`src/rtl/mem_arbiter_if.sv`:
```
// mem_arbiter_if
//   Bundles the fetch port, the data-memory port and the physical memory
//   side of mem_arbiter into one interface.
//   Signal suffixes are relative to the arbiter: *_i is driven into the
//   arbiter and *_o is driven by it.
//
//   Handshake: a requester raises *_req_i and holds its request fields stable.
//   *_gnt_o marks the single cycle in which the request is accepted and
//   forwarded to memory. The requester keeps *_req_i high until its *_rvalid_o
//   pulse, which carries read data or a write acknowledge. Dropping *_req_i
//   before the grant is allowed and has no effect.
//
//   Modports:
//     slave  - the arbiter's view
//     master - the pipeline plus memory model view (testbench)
interface mem_arbiter_if #(
  parameter int ADDRESS_WIDTH = 32,
  parameter int DATA_WIDTH    = 32
);
  logic                     if_req_i;
  logic [ADDRESS_WIDTH-1:0] if_addr_i;
  logic                     if_gnt_o;
  logic                     if_rvalid_o;
  logic [DATA_WIDTH-1:0]    if_rdata_o;

  logic                     dm_req_i;
  logic                     dm_we_i;
  logic [ADDRESS_WIDTH-1:0] dm_addr_i;
  logic [DATA_WIDTH-1:0]    dm_wdata_i;
  logic                     dm_gnt_o;
  logic                     dm_rvalid_o;
  logic [DATA_WIDTH-1:0]    dm_rdata_o;

  logic                     stall_f_o;
  logic                     stall_m_o;

  logic                     mem_req_o;
  logic                     mem_we_o;
  logic [ADDRESS_WIDTH-1:0] mem_addr_o;
  logic [DATA_WIDTH-1:0]    mem_wdata_o;
  logic [DATA_WIDTH-1:0]    mem_rdata_i;

  modport slave (
    input  if_req_i, if_addr_i,
    input  dm_req_i, dm_we_i, dm_addr_i, dm_wdata_i,
    input  mem_rdata_i,
    output if_gnt_o, if_rvalid_o, if_rdata_o,
    output dm_gnt_o, dm_rvalid_o, dm_rdata_o,
    output stall_f_o, stall_m_o,
    output mem_req_o, mem_we_o, mem_addr_o, mem_wdata_o
  );

  modport master (
    output if_req_i, if_addr_i,
    output dm_req_i, dm_we_i, dm_addr_i, dm_wdata_i,
    output mem_rdata_i,
    input  if_gnt_o, if_rvalid_o, if_rdata_o,
    input  dm_gnt_o, dm_rvalid_o, dm_rdata_o,
    input  stall_f_o, stall_m_o,
    input  mem_req_o, mem_we_o, mem_addr_o, mem_wdata_o
  );
endinterface

```
`src/rtl/mem_arbiter.sv`:
```
// mem_arbiter
//   Shares one single-ported, fixed-latency memory between the fetch port
//   and the data-memory port. Only one transaction is outstanding at a time.
//   The data port wins contention.
//   A port is never eligible in its own response cycle, so the two ports
//   alternate when both keep requesting.
//
//   Ports:
//     clk_i    - clock; all state updates on the rising edge
//     rst_i    - asynchronous active-low reset
//     bus      - mem_arbiter_if.slave: fetch port, data port, stalls, memory
//     stateDbg - current FSM state (0 = IDLE, 1 = WAIT)
module mem_arbiter #(
  parameter int ADDRESS_WIDTH = 32,
  parameter int DATA_WIDTH    = 32,
  parameter int MEM_LATENCY   = 2
) (
  input  logic           clk_i,
  input  logic           rst_i,
  mem_arbiter_if.slave   bus,
  output logic           stateDbg
);

  typedef enum logic { IDLE = 1'b0, WAIT = 1'b1 } stateT;
  typedef enum logic { FETCH = 1'b0, DATA = 1'b1 } ownerT;

  stateT      state;
  ownerT      owner;
  logic       ownerWe;
  logic [3:0] cnt;

  logic respCycle;
  logic ifRvalid;
  logic dmRvalid;
  logic arbitrate;
  logic ifElig;
  logic dmElig;
  logic grantIf;
  logic grantDm;
  logic memWe;

  // The response cycle doubles as an arbitration cycle. This lets the other
  // port be granted without a bubble.
  assign respCycle = (state == WAIT) && (cnt == 4'd1);
  assign ifRvalid  = respCycle && (owner == FETCH);
  assign dmRvalid  = respCycle && (owner == DATA);

  // Gating with rst_i keeps the grant and memory outputs quiet while reset
  // is held, even though the requests may already be up.
  assign arbitrate = rst_i && ((state == IDLE) || respCycle);
  assign dmElig    = bus.dm_req_i && !dmRvalid;
  assign ifElig    = bus.if_req_i && !ifRvalid;
  assign grantDm   = arbitrate && dmElig;
  assign grantIf   = arbitrate && ifElig && !dmElig;
  assign memWe     = grantDm && bus.dm_we_i;

  assign bus.if_gnt_o    = grantIf;
  assign bus.dm_gnt_o    = grantDm;
  assign bus.if_rvalid_o = ifRvalid;
  assign bus.dm_rvalid_o = dmRvalid;
  assign bus.if_rdata_o  = ifRvalid ? bus.mem_rdata_i : {DATA_WIDTH{1'b0}};
  assign bus.dm_rdata_o  = (dmRvalid && !ownerWe) ? bus.mem_rdata_i
                                                  : {DATA_WIDTH{1'b0}};

  assign bus.stall_f_o = bus.if_req_i && !ifRvalid;
  assign bus.stall_m_o = bus.dm_req_i && !dmRvalid;

  assign bus.mem_req_o   = grantDm || grantIf;
  assign bus.mem_we_o    = memWe;
  assign bus.mem_addr_o  = grantDm ? bus.dm_addr_i :
                           grantIf ? bus.if_addr_i : {ADDRESS_WIDTH{1'b0}};
  assign bus.mem_wdata_o = memWe ? bus.dm_wdata_i : {DATA_WIDTH{1'b0}};

  assign stateDbg = (state == WAIT);

  // cnt is loaded with the latency on a grant.
  // It reaches 1 in the response cycle.
  always_ff @(posedge clk_i or negedge rst_i) begin
    if (!rst_i) begin
      state   <= IDLE;
      cnt     <= 4'd0;
      owner   <= FETCH;
      ownerWe <= 1'b0;
    end else if (grantDm || grantIf) begin
      state   <= WAIT;
      cnt     <= 4'(MEM_LATENCY);
      owner   <= grantDm ? DATA : FETCH;
      ownerWe <= memWe;
    end else if (state == WAIT) begin
      if (cnt == 4'd1) begin
        state <= IDLE;
        cnt   <= 4'd0;
      end else begin
        cnt <= cnt - 4'd1;
      end
    end
  end

endmodule

```
`src/flat_wrapper.sv`:
```
// flat-port wrapper written by rule: the top's interface ports become plain ports
module mem_arbiter_flat 
#(
  parameter int ADDRESS_WIDTH = 32,
  parameter int DATA_WIDTH    = 32,
  parameter int MEM_LATENCY   = 2
)
  (clk_i, rst_i, stateDbg, bus_if_req_i, bus_if_addr_i, bus_dm_req_i, bus_dm_we_i, bus_dm_addr_i, bus_dm_wdata_i, bus_mem_rdata_i, bus_if_gnt_o, bus_if_rvalid_o, bus_if_rdata_o, bus_dm_gnt_o, bus_dm_rvalid_o, bus_dm_rdata_o, bus_stall_f_o, bus_stall_m_o, bus_mem_req_o, bus_mem_we_o, bus_mem_addr_o, bus_mem_wdata_o);
  mem_arbiter_if #(.ADDRESS_WIDTH(ADDRESS_WIDTH), .DATA_WIDTH(DATA_WIDTH)) bus_i ();
  input  logic clk_i;
  input  logic rst_i;
  output logic stateDbg;
  input wire logic [$bits(bus_i.if_req_i)-1:0] bus_if_req_i;
  input wire logic [$bits(bus_i.if_addr_i)-1:0] bus_if_addr_i;
  input wire logic [$bits(bus_i.dm_req_i)-1:0] bus_dm_req_i;
  input wire logic [$bits(bus_i.dm_we_i)-1:0] bus_dm_we_i;
  input wire logic [$bits(bus_i.dm_addr_i)-1:0] bus_dm_addr_i;
  input wire logic [$bits(bus_i.dm_wdata_i)-1:0] bus_dm_wdata_i;
  input wire logic [$bits(bus_i.mem_rdata_i)-1:0] bus_mem_rdata_i;
  output wire logic [$bits(bus_i.if_gnt_o)-1:0] bus_if_gnt_o;
  output wire logic [$bits(bus_i.if_rvalid_o)-1:0] bus_if_rvalid_o;
  output wire logic [$bits(bus_i.if_rdata_o)-1:0] bus_if_rdata_o;
  output wire logic [$bits(bus_i.dm_gnt_o)-1:0] bus_dm_gnt_o;
  output wire logic [$bits(bus_i.dm_rvalid_o)-1:0] bus_dm_rvalid_o;
  output wire logic [$bits(bus_i.dm_rdata_o)-1:0] bus_dm_rdata_o;
  output wire logic [$bits(bus_i.stall_f_o)-1:0] bus_stall_f_o;
  output wire logic [$bits(bus_i.stall_m_o)-1:0] bus_stall_m_o;
  output wire logic [$bits(bus_i.mem_req_o)-1:0] bus_mem_req_o;
  output wire logic [$bits(bus_i.mem_we_o)-1:0] bus_mem_we_o;
  output wire logic [$bits(bus_i.mem_addr_o)-1:0] bus_mem_addr_o;
  output wire logic [$bits(bus_i.mem_wdata_o)-1:0] bus_mem_wdata_o;
  assign bus_i.if_req_i = bus_if_req_i;
  assign bus_i.if_addr_i = bus_if_addr_i;
  assign bus_i.dm_req_i = bus_dm_req_i;
  assign bus_i.dm_we_i = bus_dm_we_i;
  assign bus_i.dm_addr_i = bus_dm_addr_i;
  assign bus_i.dm_wdata_i = bus_dm_wdata_i;
  assign bus_i.mem_rdata_i = bus_mem_rdata_i;
  assign bus_if_gnt_o = bus_i.if_gnt_o;
  assign bus_if_rvalid_o = bus_i.if_rvalid_o;
  assign bus_if_rdata_o = bus_i.if_rdata_o;
  assign bus_dm_gnt_o = bus_i.dm_gnt_o;
  assign bus_dm_rvalid_o = bus_i.dm_rvalid_o;
  assign bus_dm_rdata_o = bus_i.dm_rdata_o;
  assign bus_stall_f_o = bus_i.stall_f_o;
  assign bus_stall_m_o = bus_i.stall_m_o;
  assign bus_mem_req_o = bus_i.mem_req_o;
  assign bus_mem_we_o = bus_i.mem_we_o;
  assign bus_mem_addr_o = bus_i.mem_addr_o;
  assign bus_mem_wdata_o = bus_i.mem_wdata_o;
  mem_arbiter #(.ADDRESS_WIDTH(ADDRESS_WIDTH), .DATA_WIDTH(DATA_WIDTH), .MEM_LATENCY(MEM_LATENCY)) u_core (.clk_i(clk_i), .rst_i(rst_i), .bus(bus_i), .stateDbg(stateDbg));
endmodule
```
`config.mk`:
```
export PLATFORM = sky130hd
export DESIGN_NAME = mem_arbiter_flat
export DESIGN_NICKNAME = d
export VERILOG_FILES = /design/src/rtl/mem_arbiter_if.sv /design/src/rtl/mem_arbiter.sv /design/src/flat_wrapper.sv
export SDC_FILE = /design/constraint.sdc
export NUM_CORES = 1
export LEC_CHECK = 0
export CAP_MARGIN = 20
export CORE_MARGIN = 8
export CORE_UTILIZATION = 21
export CTS_CLUSTER_DIAMETER = 200
export CTS_CLUSTER_SIZE = 10
export DETAILED_ROUTE_END_ITERATION = 8
export GPL_TIMING_DRIVEN = 0
export PLACE_DENSITY = 0.8
export SETUP_SLACK_MARGIN = 0.05
export SYNTH_ARGS = -nofsm -noshare
export SYNTH_HDL_FRONTEND = slang
export SYNTH_SLANG_ARGS = --single-unit
```
`constraint.sdc`:
```
create_clock -name clk_i -period 2.08 [get_ports clk_i]
set_input_delay 0.312 -clock clk_i [delete_from_list [all_inputs] [get_ports clk_i]]
set_output_delay 0.312 -clock clk_i [all_outputs]
set_load 0.005 [all_outputs]
```
==> results.cfg, run 1 <==
[critical_path]
worstSetupStartpointType = flop
path_cells = inv_2 > ha_4 > or3b_1 > buf_6 > or3_4 > buf_12 > buf_8 > clkbuf_16 > nand4_1 > a21oi_2 > buf_2
crit_cells = 11
worstSetupEndpointType = primary output
cpPeakStageDelay_ns = 0.38
worstSetupStartpoint = u_core.cnt[1]
reg2reg_to = u_core.cnt[3]
r2r_cells = 9
path_buf_inv = 6
regToRegSetupSlack_ns = 0.04
crit_type = flop to primary output
critical_path_arrival_ns = 2.39
worst_path_dominant_cell_family = buffers and inverters
cp_capture_point = bus_mem_addr_o[28]
critical_path_required_ns = 1.77
largest_fanout_on_the_critical_path = 7
regToRegStartpoint = u_core.cnt[1]
worst_path_max_delay_cell = dfrtp_1

[final_layout]
net_count_of_the_finished_layout = 740
filler_cell_count = 562
finished_core_util_pct = 71.6
leading_cell_types_in_the_layout_fill_and_taps_excluded = 132 x clkdlybuf4s50_1, 117 x buf_6, 74 x and2_4
post_route_cells_drive_above_1_share_pct = 53.6
layout_commonest_cell = clkdlybuf4s50_1
area_growth_pct = 231

[floorplan]
floorplan.die.width_um = 106
io_pins = 270
initial_core_util_pct = 21.7
floorplan.rows = 32
core_area_sq_um = 7770
fp.dieArea_sq_um = 11100
floorplan.die.height_um = 106

[logic_synthesis]
cells_after_synthesis = 272
yosysUniqueCellTypes = 29
seq_area_frac_synth_pct = 10.4
yosysWarningCount = 0
synth.cell_area_sq_um = 1680
syn-num-nets = 407
avgSynthCellArea_sq_um = 6.19
synth.ff_latch_count = 7

[flow_run]
cap_viol_max_count = 0

[sta]
period_share_pct = 130
post-route-worst-setup-slack_ns = -0.626
finalHoldViolations = 0
layout_min_cycle_time_ns = 2.71
unrepaired_setup_endpoints_after_global_routing = yes
timing.clock.skew_ns = 0.00110
timing_max_transition_violations_final = 0
hold-worst-slack_ns = 0.395
report.final.setup_viol = 135
worst_slew_margin_rel_pct = 64.6
worst_pin_slew_ns = 0.531
clock.fmax_mhz = 370

[pwr]
power.sequential.fraction_pct = 9.8
sw_pwr_uw = 1050
power_report.internal_total_uw = 1680
clock_power_share_pct = 6.9
power_density_nw_per_um2 = 490
p_leak_uw = 0.00264
share_comb_of_total_power_pct = 83.3
sw_frac_of_total_pct = 38.6
post-layout-total-power_uw = 2730
irDropWorstVdd_uv = 264

[worst_hold_path]
hp-class = primary input to async pin

[grt]
largest_net_degree_at_the_start_of_global_routing = 11
grt_pass1_wl_mm = 19.3
antenna_found_initial = 3
grt-ovfl-total = 0
global_route.usage.total_pct = 21.2
vias_in_the_first_global_route = 3412

[drt]
drt-pass1-iter-count = 4
drc = 0
detail_route.wl_per_cell_um = 19.4
dr_total_vias = 3349
drt.antenna.violating_nets = 0
routed_wire_length_mm = 13.7
viasPerCell = 4.72
dr.first_iter.drc_count = 107

[clock_tree]
tritoncts_num_sinks = 7
cts_hold_buf = 0
cts_max_path_buffers = 2
clock_insertion_delay_worst_skew_ns = 0.22
cts_buffers = 3
clk_transition_reported_paths_ns = 0.04
cts_tree = yes
htree_num_levels = 1
cts.root.buffer_cell = clkbuf_8

[placed_design]
dp_hpwl_mm = 10.2
gp_congestion = 0.854
port-buffer-count = 268

[status]
violations_in_the_final_reports = negative setup slack
outcome = complete, but fails checks
[worst min-delay path by stage]
| stage | start | endpoint |
|---|---|---|
| after CTS | rst_i | u_core.cnt[2] |
| after detailed placement | u_core.ownerWe | u_core.ownerWe |
| final | rst_i | u_core.cnt[2] |
| after floorplan | rst_i | u_core.cnt[0] |
| after global routing | rst_i | u_core.cnt[2] |
| after global placement | u_core.ownerWe | u_core.ownerWe |
[per-layer routing]
layer  up-vias  global-route usage [%]  routed length [um]
li1       1576                       -                   -
met1      1540                    21.9                4690
met2       209                    40.1                7230
met3        24                    6.82                1400
met4         0                    5.73                 395
met5         -                       0                   0
[layout make-up]
type	instances	area, sq um	share of cell area [%]
Tap cell	102	128	2.29
Buffer	27	289	5.20
Antenna cell	3	7.51	0.135
Clock buffer	4	45.0	0.810
Sequential cell	7	175	3.15
Multi-Input combinational cell	229	1650	29.6
Timing Repair Buffer	330	3230	58.0
Inverter	7	46.3	0.832
[synthesized netlist by cell type (all sizes together)]
master	instances	area (sq um)
and2	97	607
nand2	39	146
a21oi	33	165
nand4	32	200
clkbuf	15	58.8
buf	14	97.6
dfrtp	7	175
inv	7	26.3
nor2	6	22.5
nor3	4	31.3
a21o	2	15.0
ha	2	25.0
mux2i	2	20.0
nand3	2	10.0
o21ai	2	21.3
a21bo	1	10.0
a31o	1	8.76
nor2b	1	6.26
nor3b	1	7.51
o22ai	1	6.26
o31ai	1	7.51
or3	1	6.26
or3b	1	8.76
[sequential cells by signal, summed over array words and instances, names as in the netlist]
signal and count:
u_core.cnt 4, u_core.owner 1, u_core.ownerWe 1, u_core.stateDbg 1
[kinds of logic after synthesis]
logic type	count (synthesis)	share of synthesized area, %
compound gates	41	13.9
fa+ha+maj	2	1.49
buf+inv	36	10.9
flops	7	10.4
mux	2	1.19
simple gates	184	62.2
[repair_timing]
action | CTS | global route
setup endpoints to repair | 137 | 138
buffers inserted | 45 | 13
pin swaps | 60 | 64
resized for setup | 641 | 166
gates cloned | 7 | 4
[power by group through the flow]
stage | Combinational, uW | Clock (uW) | Sequential, uW
final | 2270 | 187 | 268
after floorplan | 705 | 0 | 245
after global placement | 1570 | 0 | 253
after detailed placement | 1600 | 0 | 257
after global routing | 2440 | 202 | 274
after CTS | 1860 | 193 | 265
[stage by stage]
| step | instances | setup TNS (ns) | setup WS, ns | instance area, sq um |
|---|---|---|---|---|
| floorplan | 272 | -8.49 | -0.136 | 1730 |
| CTS | 697 | -65.64 | -0.663 | 4890 |
| global placement | 642 | -101.49 | -0.968 | 4540 |
| detailed placement | 642 | -106.37 | -0.979 | 4540 |
| global route | 709 | -76.34 | -0.703 | 5560 |
| finish | 709 | -65.20 | -0.626 | 5560 |
No activity file was read; power rests on OpenSTA's default activity.
==> run 2: changes to the inputs <==
--- a/config.mk
+++ b/config.mk
@@ -8,6 +8,7 @@
 export CAP_MARGIN = 20
 export CORE_MARGIN = 8
 export CORE_UTILIZATION = 21
+export CTS_BUF_LIST = sky130_fd_sc_hd__clkbuf_4 sky130_fd_sc_hd__clkbuf_8
 export CTS_CLUSTER_DIAMETER = 200
 export CTS_CLUSTER_SIZE = 10
 export DETAILED_ROUTE_END_ITERATION = 8
==> results.cfg, run 2 (same netlist as run 1, synthesis figures left out) <==
[floorplan]
floorplan.rows = 32
floorplan.die.width_um = 106
initial_core_util_pct = 21.7
fp.dieArea_sq_um = 11100
io_pins = 270
floorplan.die.height_um = 106
core_area_sq_um = 7770

[final_layout]
stdcell_area_sq_um = 5570
top_register = u_core.cnt
post_route_cells_drive_above_1_share_pct = 53.8
filler_cell_count = 563
layout_commonest_cell = clkdlybuf4s50_1
stdcell_count = 709
net_count_of_the_finished_layout = 740
finished_core_util_pct = 71.7
area_growth_pct = 231
leading_cell_types_in_the_layout_fill_and_taps_excluded = 132 x clkdlybuf4s50_1, 117 x buf_6, 74 x and2_4
largest_register_ffs = 4

[critical_path]
crit_type = flop to primary output
critical_path_arrival_ns = 2.39
worstSetupStartpointType = flop
critical_path_required_ns = 1.77
largest_fanout_on_the_critical_path = 7
worstSetupEndpointType = primary output

[sta]
timing_max_transition_violations_final = 0
report.final.setup_viol = 135
finalHoldViolations = 0
clock.fmax_mhz = 370
unrepaired_setup_endpoints_after_global_routing = yes
timing.clock.skew_ns = 0.000945
period_share_pct = 130
post-route-worst-setup-slack_ns = -0.626
worst_pin_slew_ns = 0.531
layout_min_cycle_time_ns = 2.71
worst_slew_margin_rel_pct = 64.6

[drt]
met1_length_mm = 4.69
viasPerCell = 4.72
dr.first_iter.drc_count = 107
drt-pass1-iter-count = 4
drc = 0
routed_wire_length_mm = 13.7
met2_length_mm = 7.24
maxUsedRoutingLayer = met4
dr_total_vias = 3350
dr_wl_met3_mm = 1.40
detail_route.wl_per_cell_um = 19.4
drt.antenna.violating_nets = 0

[placed_design]
place_worst_setup_slack_ns = -0.979
port-buffer-count = 268
place_area_sq_um = 4540
gp_congestion = 0.854
placed_cells = 642
dp_hpwl_mm = 10.2

[grt]
vias_in_the_first_global_route = 3412
grt_pass1_wl_mm = 19.3
antenna_found_initial = 3
grt-ovfl-total = 0
global_route.usage.total_pct = 21.2
largest_net_degree_at_the_start_of_global_routing = 11

[flow_run]
cap_viol_max_count = 0

[clock_tree]
cts_buffers = 3
clk_transition_reported_paths_ns = 0.04
cts_tree = yes
clock_insertion_delay_worst_skew_ns = 0.22
cts.root.buffer_cell = clkbuf_8
cts_hold_buf = 0
htree_num_levels = 1
cts_max_path_buffers = 2
tritoncts_num_sinks = 7

[pwr]
share_comb_of_total_power_pct = 82.9
power.sequential.fraction_pct = 9.8
p_leak_uw = 0.00264
irDropWorstVdd_uv = 264
sw_frac_of_total_pct = 38.4
power_report.internal_total_uw = 1690
clock_power_share_pct = 7.3
power_density_nw_per_um2 = 492
sw_pwr_uw = 1050

[status]
violations_in_the_final_reports = negative setup slack
outcome = complete, but fails checks

[worst_hold_path]
hp-class = primary input to async pin
## run 2: changes by cell type in the layout (fill, tap and decap cells not counted)
cell and delta:
clkbuf_1 -1, clkbuf_4 +1
## run 2: final timing paths
check                                   start                 end  slack [ns]  cells after the start
worst min register to register   u_core.owner        u_core.owner        0.56                      1
worst max-delay path            u_core.cnt[1]  bus_mem_addr_o[28]       -0.63                     11
max in group asynchronous               rst_i       u_core.cnt[0]        1.39                      1
worst max register to register  u_core.cnt[1]       u_core.cnt[3]        0.04                      9
worst min-delay path                    rst_i       u_core.cnt[2]        0.39                      1
min in group clk_i               bus_if_req_i        u_core.owner        0.55                      3
## run 2: area by class of cell
class                      instances  area, sq um  area share [%]
tap                              102          128            2.29
antenna                            3         7.51           0.135
inverter                           7         46.3           0.832
clock buffer                       4         48.8           0.877
buffer                            27          289            5.19
timing repair buffer             330         3230            58.0
sequential                         7          175            3.15
multi-input combinational        229         1650            29.6
## run 2: repair_timing
item / 4_1_cts / 5_1_grt
setup buffers: 45 / 13
endpoints found under the setup margin: 137 / 138
pin swaps: 60 / 64
cloned: 7 / 4
resized for setup: 641 / 166
## run 2: power by group through the flow
stage / Combinational, uW / Clock (uW) / Sequential, uW
3_5_place_dp: 1600 / 0 / 257
5_1_grt: 2440 / 215 / 274
2_1_floorplan: 705 / 0 / 245
6_report: 2270 / 200 / 268
4_1_cts: 1860 / 206 / 265
3_3_place_gp: 1570 / 0 / 253
## run 2: per-layer routing
metal | track usage, % | up-vias
met4 | 5.73 | 0
met5 | 0 | -
met2 | 40.1 | 209
met3 | 6.82 | 24
li1 | - | 1576
met1 | 21.9 | 1541
## run 2: worst max-delay path, stage by stage, from the launching register on
cell and delay [ns]:
dfrtp_1 0.38, inv_2 0.08, ha_4 0.12, or3b_1 0.35
buf_6 0.15, or3_4 0.34, buf_12 0.16, buf_8 0.12
clkbuf_16 0.14, nand4_1 0.11, a21oi_2 0.06, buf_2 0.15
## run 2: per-stage QoR
| stage | hold WS (ns) | TNS (ns) | power (uW) |
|---|---|---|---|
| after global routing | 0.409 | -76.34 | 2930 |
| after CTS | 0.398 | -65.64 | 2330 |
| after detailed placement | 0.485 | -106.37 | 1860 |
| final | 0.395 | -65.20 | 2740 |
| after floorplan | 0.0164 | -8.49 | 950 |
| after global placement | 0.480 | -101.49 | 1830 |
==> run 3: changes to the inputs <==
--- a/config.mk
+++ b/config.mk
@@ -15,6 +15,7 @@
 export GPL_TIMING_DRIVEN = 0
 export PLACE_DENSITY = 0.8
 export SETUP_SLACK_MARGIN = 0.05
+export SLEW_MARGIN = 40
 export SYNTH_ARGS = -nofsm -noshare
 export SYNTH_HDL_FRONTEND = slang
 export SYNTH_SLANG_ARGS = --single-unit
==> results of run 3 <==
Final layout, timing and power as in run 2 (identical DEF).
